**src/rtl/mult4s_product_accumulator.sv**
```systemverilog
// -----------------------------------------------------------------------------
// mult4s_product_accumulator
//
// Accumulates a stream of signed products from the registered 4x4 multiplier
// into a dot-product sum. The upstream sequencer marks the final product of a
// vector with in_last. The finished sum, beat count and overflow flag are then
// held on a valid/ready output port, and input is stalled until the result is
// taken.
//
// Build option:
//   MULT4S_ACC_SAT_EN - when defined, an overflowing addition clamps the
//                       accumulator to the most positive / most negative
//                       ACC_W value instead of wrapping. out_ovf behaves the
//                       same in both builds, and so does the port list.
// -----------------------------------------------------------------------------
module mult4s_product_accumulator #(
    parameter int PROD_W = 8,   // signed product width
    parameter int ACC_W  = 16,  // signed accumulator / result width, >= PROD_W
    parameter int CNT_W  = 8    // beat counter width
) (
    input  logic              clk,
    input  logic              rst,
    input  logic              in_valid,
    output logic              in_ready,
    input  logic [PROD_W-1:0] in_product,
    input  logic              in_last,
    output logic              out_valid,
    input  logic              out_ready,
    output logic [ACC_W-1:0]  out_sum,
    output logic [CNT_W-1:0]  out_count,
    output logic              out_ovf
);

    // ACC: taking beats into the running sum. OUT: a finished result is held.
    typedef enum logic {
        ST_ACC = 1'b0,
        ST_OUT = 1'b1
    } state_t;

    state_t state_q, state_d;

    logic [ACC_W-1:0] acc_q, acc_d;
    logic [CNT_W-1:0] cnt_q, cnt_d;
    logic             ovf_q, ovf_d;

    logic [ACC_W-1:0] out_sum_q, out_sum_d;
    logic [CNT_W-1:0] out_count_q, out_count_d;
    logic             out_ovf_q, out_ovf_d;

    logic             beat_accept;
    logic [ACC_W-1:0] prod_ext;
    logic [ACC_W-1:0] sum_raw;
    logic [ACC_W-1:0] sum_next;
    logic             beat_ovf;
    logic [CNT_W-1:0] cnt_next;

    // ------------------------------------------------------------------
    // Per-beat arithmetic
    // ------------------------------------------------------------------
    assign beat_accept = in_valid && in_ready;

    // The product is two's complement, so it is sign-extended: -64 (0xC0)
    // becomes 0xFFC0 at ACC_W=16.
    assign prod_ext = ACC_W'($signed(in_product));
    assign sum_raw  = acc_q + prod_ext;

    // Signed overflow: both addends share a sign and the sum's sign differs.
    assign beat_ovf = (acc_q[ACC_W-1] == prod_ext[ACC_W-1]) &&
                      (sum_raw[ACC_W-1] != acc_q[ACC_W-1]);

`ifdef MULT4S_ACC_SAT_EN
    // On overflow the sign of the (shared) addend sign tells the direction:
    // negative operands overflow to the minimum, positive to the maximum.
    assign sum_next = !beat_ovf      ? sum_raw :
                      acc_q[ACC_W-1] ? {1'b1, {(ACC_W-1){1'b0}}} :
                                       {1'b0, {(ACC_W-1){1'b1}}};
`else
    // Plain two's-complement wrap-around; overflow is only flagged.
    assign sum_next = sum_raw;
`endif

    // Beat counter saturates at all-ones rather than wrapping to zero.
    assign cnt_next = (cnt_q == {CNT_W{1'b1}}) ? cnt_q : cnt_q + CNT_W'(1);

    // ------------------------------------------------------------------
    // FSM
    // ------------------------------------------------------------------

    // State register.
    // NOTE: sequential state uses non-blocking (<=) so every flop samples
    // values from before the edge, independent of statement order.
    always_ff @(posedge clk) begin
        if (rst) begin
            state_q <= ST_ACC;
        end else begin
            state_q <= state_d;
        end
    end

    // Next-state: leave ACC on the last beat, return once the result is taken.
    // NOTE: state_d gets a default before the case so no path leaves it
    // unassigned, which would otherwise infer a latch.
    always_comb begin
        state_d = state_q;
        case (state_q)
            ST_ACC: if (beat_accept && in_last) state_d = ST_OUT;
            ST_OUT: if (out_ready)              state_d = ST_ACC;
            default:                            state_d = ST_ACC;
        endcase
    end

    // Outputs decoded from state only; in_ready never looks at out_ready.
    always_comb begin
        in_ready  = (state_q == ST_ACC);
        out_valid = (state_q == ST_OUT);
    end

    // ------------------------------------------------------------------
    // Datapath
    // ------------------------------------------------------------------

    // Next values for the accumulator and result registers.
    always_comb begin
        acc_d       = acc_q;
        cnt_d       = cnt_q;
        ovf_d       = ovf_q;
        out_sum_d   = out_sum_q;
        out_count_d = out_count_q;
        out_ovf_d   = out_ovf_q;
        if (beat_accept) begin
            if (in_last) begin
                // Publish the completed vector and start the next one clean.
                out_sum_d   = sum_next;
                out_count_d = cnt_next;
                out_ovf_d   = ovf_q | beat_ovf;
                acc_d       = '0;
                cnt_d       = '0;
                ovf_d       = 1'b0;
            end else begin
                acc_d       = sum_next;
                cnt_d       = cnt_next;
                ovf_d       = ovf_q | beat_ovf;
            end
        end
    end

    // Accumulator and result registers. Result registers keep their value
    // after the handshake; only out_valid (from state) drops.
    always_ff @(posedge clk) begin
        if (rst) begin
            acc_q       <= '0;
            cnt_q       <= '0;
            ovf_q       <= 1'b0;
            out_sum_q   <= '0;
            out_count_q <= '0;
            out_ovf_q   <= 1'b0;
        end else begin
            acc_q       <= acc_d;
            cnt_q       <= cnt_d;
            ovf_q       <= ovf_d;
            out_sum_q   <= out_sum_d;
            out_count_q <= out_count_d;
            out_ovf_q   <= out_ovf_d;
        end
    end

    assign out_sum   = out_sum_q;
    assign out_count = out_count_q;
    assign out_ovf   = out_ovf_q;

endmodule

```
**config.mk**
```make
export PLATFORM = sky130hd
export DESIGN_NAME = mult4s_product_accumulator
export DESIGN_NICKNAME = d
export VERILOG_FILES = /design/src/rtl/mult4s_product_accumulator.sv
export SDC_FILE = /design/constraint.sdc
export NUM_CORES = 1
export LEC_CHECK = 0
export BUFFER_PORTS_ARGS = -buffer_cell sky130_fd_sc_hd__buf_2
export CAP_MARGIN = 20
export CORE_ASPECT_RATIO = 1.75
export CORE_MARGIN = 8
export CORE_UTILIZATION = 26
export DETAILED_ROUTE_END_ITERATION = 16
export PLACE_DENSITY = 0.43
export SLEW_MARGIN = 20
export SYNTH_ARGS = -nofsm -noshare
export SYNTH_HDL_FRONTEND = slang
export SYNTH_SLANG_ARGS = --single-unit
```
**constraint.sdc**
```tcl
create_clock -name clk -period 3.5 [get_ports clk]
set_input_delay 0.35 -clock clk [delete_from_list [all_inputs] [get_ports clk]]
set_output_delay 0.35 -clock clk [all_outputs]
set_load 0.01 [all_outputs]
```
==> metrics.txt <==
Post-Syn Area per Cell 8.579 sq um; min Tclk post-route 2.553 ns; Net Switching 0.3955 mW; Syn-to-layout area delta 18.50%; H-Tree Depth 2; CTS Buffer Depth 2; Int Pwr approximately 1.1 mW; final wirelength 7.792 mm; CTS buffer count 5; Max-Cap Viols 0; crit path cell chain ha_1 > inv_1 > fa_1 > nor2b_1 > o21a_1 > o21ai_0 > o2bb2ai_1 > o31ai_1 > xnor2_1 > o21ai_0; CP Class reg2reg; Post-CTS Setup Bufs 0; chip height 150.4 um; switching part of the total 27.13%; initial DRC count 74; Post-Route Setup TNS 0 ns; DRC Markers 0; Overall Power 1.458 mW; initial antenna violation count 0; Final Slew Violations 0; flops & latches, synth 51; Final setup violation count 0; non-filler instance count after layout 473; CP Launch Type flop; most frequent cells in the layout dfxtp_1 (51), buf_2 (39), nor2_1 (30); Placed Area 3008 sq um; min-delay worst type in2reg; Worst Max-Slew Pin Slew 0.8734 ns; FFs w/ async S/R, synth 0%; Final ANT Viol Nets 0; GRT Total Usage 11.44%; clock-pin transition on the worst setup and hold timing paths roughly 0.070 ns; kind of cell adding the most delay to the critical path compound AO/OA/AOI/OAI gates; post-route cell area 3182 sq um; area occupied by multi-input gates roughly 1600 sq um; CTS Root Cell clkbuf_16; syn nets approximately 340; starting density of the core 26.38%; nets 375; IO buf count 39; LEAKAGE 1.395 nW; most frequent CP cell o21ai_0; clock power share 40.1%; post-DR vias/cell 5.034; Post-synth top flop dfxtp_1; Die X 92.82 um; RSZ-0062 raised after global routing false; CTS Sinks 51; post-CTS sizing 0; DR WL/cell 16.47 um; Slowest Stage Delay on Critical Path 0.49 ns; HPWL Detailed 5.764 mm; layout cells sized above 1 16.76%; Highest Clock Rate 391.7 MHz; commonest non-fill, non-tap cell in the layout dfxtp_1; setup ws final between 0.9 and 1 ns; yosys warns 0; clk_lat worst skew 0.29 ns; # diodes 0; Worst Setup End Kind flop; Logic pwr share 17.2%; Distinct cells, synth 50; FF/Latch Area roughly 1000 sq um; number of fill cells 1140; Max VDD drop 0.2094 mV; CP Max Fanout 3; Post-CTS Hold Fix Bufs 0; grt ovf 0; GP Congestion approximately 0.89; First-pass DRT Iterations 4; PwrDens 458.2 nW/um^2; num rows 49; Critical Path AT 2.72 ns; worst slack, placed 0.8721 ns; outcome finished clean; period utilization 72.94%; Cell Count Post-Placement between 400 and 500; CP required 3.66 ns; Flop pwr share 42.7%; final core utilization 31.26%; vias in the first global route 2377; first-pass GRT wire length between 10 and 15 mm; slowest CP cell o31ai_1; Fin. Hold Viols 0; ports placed on the boundary 40; clock tree from TritonCTS done; Post-synth EDFFs 0; largest net degree at the start of global routing 28; Core Box Area 10180 sq um; sequential-to-total area share from yosys stat 38.02%; Worst slew margin 41.78%; Hold Slack 0.2512 ns; die area 13960 sq um; Bufs and invs on worst path 1; total number of vias 2381; Mapped Cells 313; Mapped Area ~2700 sq um; clock skew 0.002048 ns
[power groups by stage]
stage,Clock [mW],Sequential (mW),Combinational (mW)
after global placement,0,0.637,0.255
after detailed placement,0,0.637,0.253
after floorplan,0,0.642,0.165
final,0.584,0.623,0.251
after global routing,0.625,0.627,0.279
after CTS,0.600,0.623,0.255
[worst register-to-register path: stages (launching register included)]
cell	delay [ns]
dfxtp_1	0.33
ha_1	0.18
inv_1	0.06
fa_1	0.40
nor2b_1	0.13
o21a_1	0.13
o21ai_0	0.13
o2bb2ai_1	0.23
o31ai_1	0.49
xnor2_1	0.23
o21ai_0	0.11
[Yosys cell counts (2+ instances only)]
cell	count	area, sq um
a21o_1	6	45.04
a21oi_1	17	85.08
a22o_1	13	113.9
a22oi_1	11	82.58
a31oi_1	2	12.51
a32o_1	3	30.03
and2_1	4	25.02
and3_1	8	50.05
buf_1	3	11.26
clkbuf_1	15	56.30
dfxtp_1	51	1021
ha_1	16	200.2
inv_1	6	22.52
nand2_1	27	101.4
nand2b_1	2	12.51
nand3_1	10	50.05
nand3b_1	3	22.52
nor2_1	30	112.6
nor2b_1	5	31.28
nor3_1	9	45.04
nor4_1	2	12.51
o21a_1	2	15.01
o21ai_0	26	130.1
o21bai_1	2	15.01
o31ai_1	2	15.01
xnor2_1	11	96.34
xor2_1	4	35.03
[registers in the layout, summed over array words and instances, names as in the netlist]
register   count
out_ovf        1
cnt_q          8
acc_q         16
out_sum       16
ovf_q          1
out_count      8
out_valid      1
[routing by layer]
metal	track usage (%)	routed length, um	vias to the layer above
met5	0	0	-
met4	5.272	177	0
met3	2.047	295	11
met2	20.95	4080	51
met1	12.26	3239	1122
li1	-	-	1197
[kinds of logic after synthesis]
| group | after synthesis | share of synthesized area, % |
|---|---|---|
| DFF | 51 | 38.02 |
| and+or+nand+nor | 106 | 19.11 |
| AOI/OAI and AO/OA | 96 | 24.60 |
| adders and majority gates | 17 | 8.201 |
| xor gates and xnor gates | 16 | 5.731 |
| buffers and inverters | 25 | 3.541 |
| muxes | 2 | 0.7922 |
[final cells by class]
class | count | share of cell area (%)
Timing Repair Buffer | 44 | 7.314
Tap cell | 127 | 4.994
Multi-Input combinational cell | 237 | 49.43
Clock inverter | 2 | 1.101
Sequential cell | 51 | 32.09
Clock buffer | 6 | 4.365
Inverter | 6 | 0.7078
[worst paths after layout]
check	start	endpoint	slack, ns	depth (start not counted)
hold reg to reg	out_count[0]	out_count[0]	0.45	2
setup reg to reg	acc_q[0]	out_sum[14]	0.95	10
setup / recovery	acc_q[0]	out_sum[14]	0.95	10
hold / removal	out_ready	out_valid	0.25	2
Note: power is estimated with default switching activity, not from simulation.
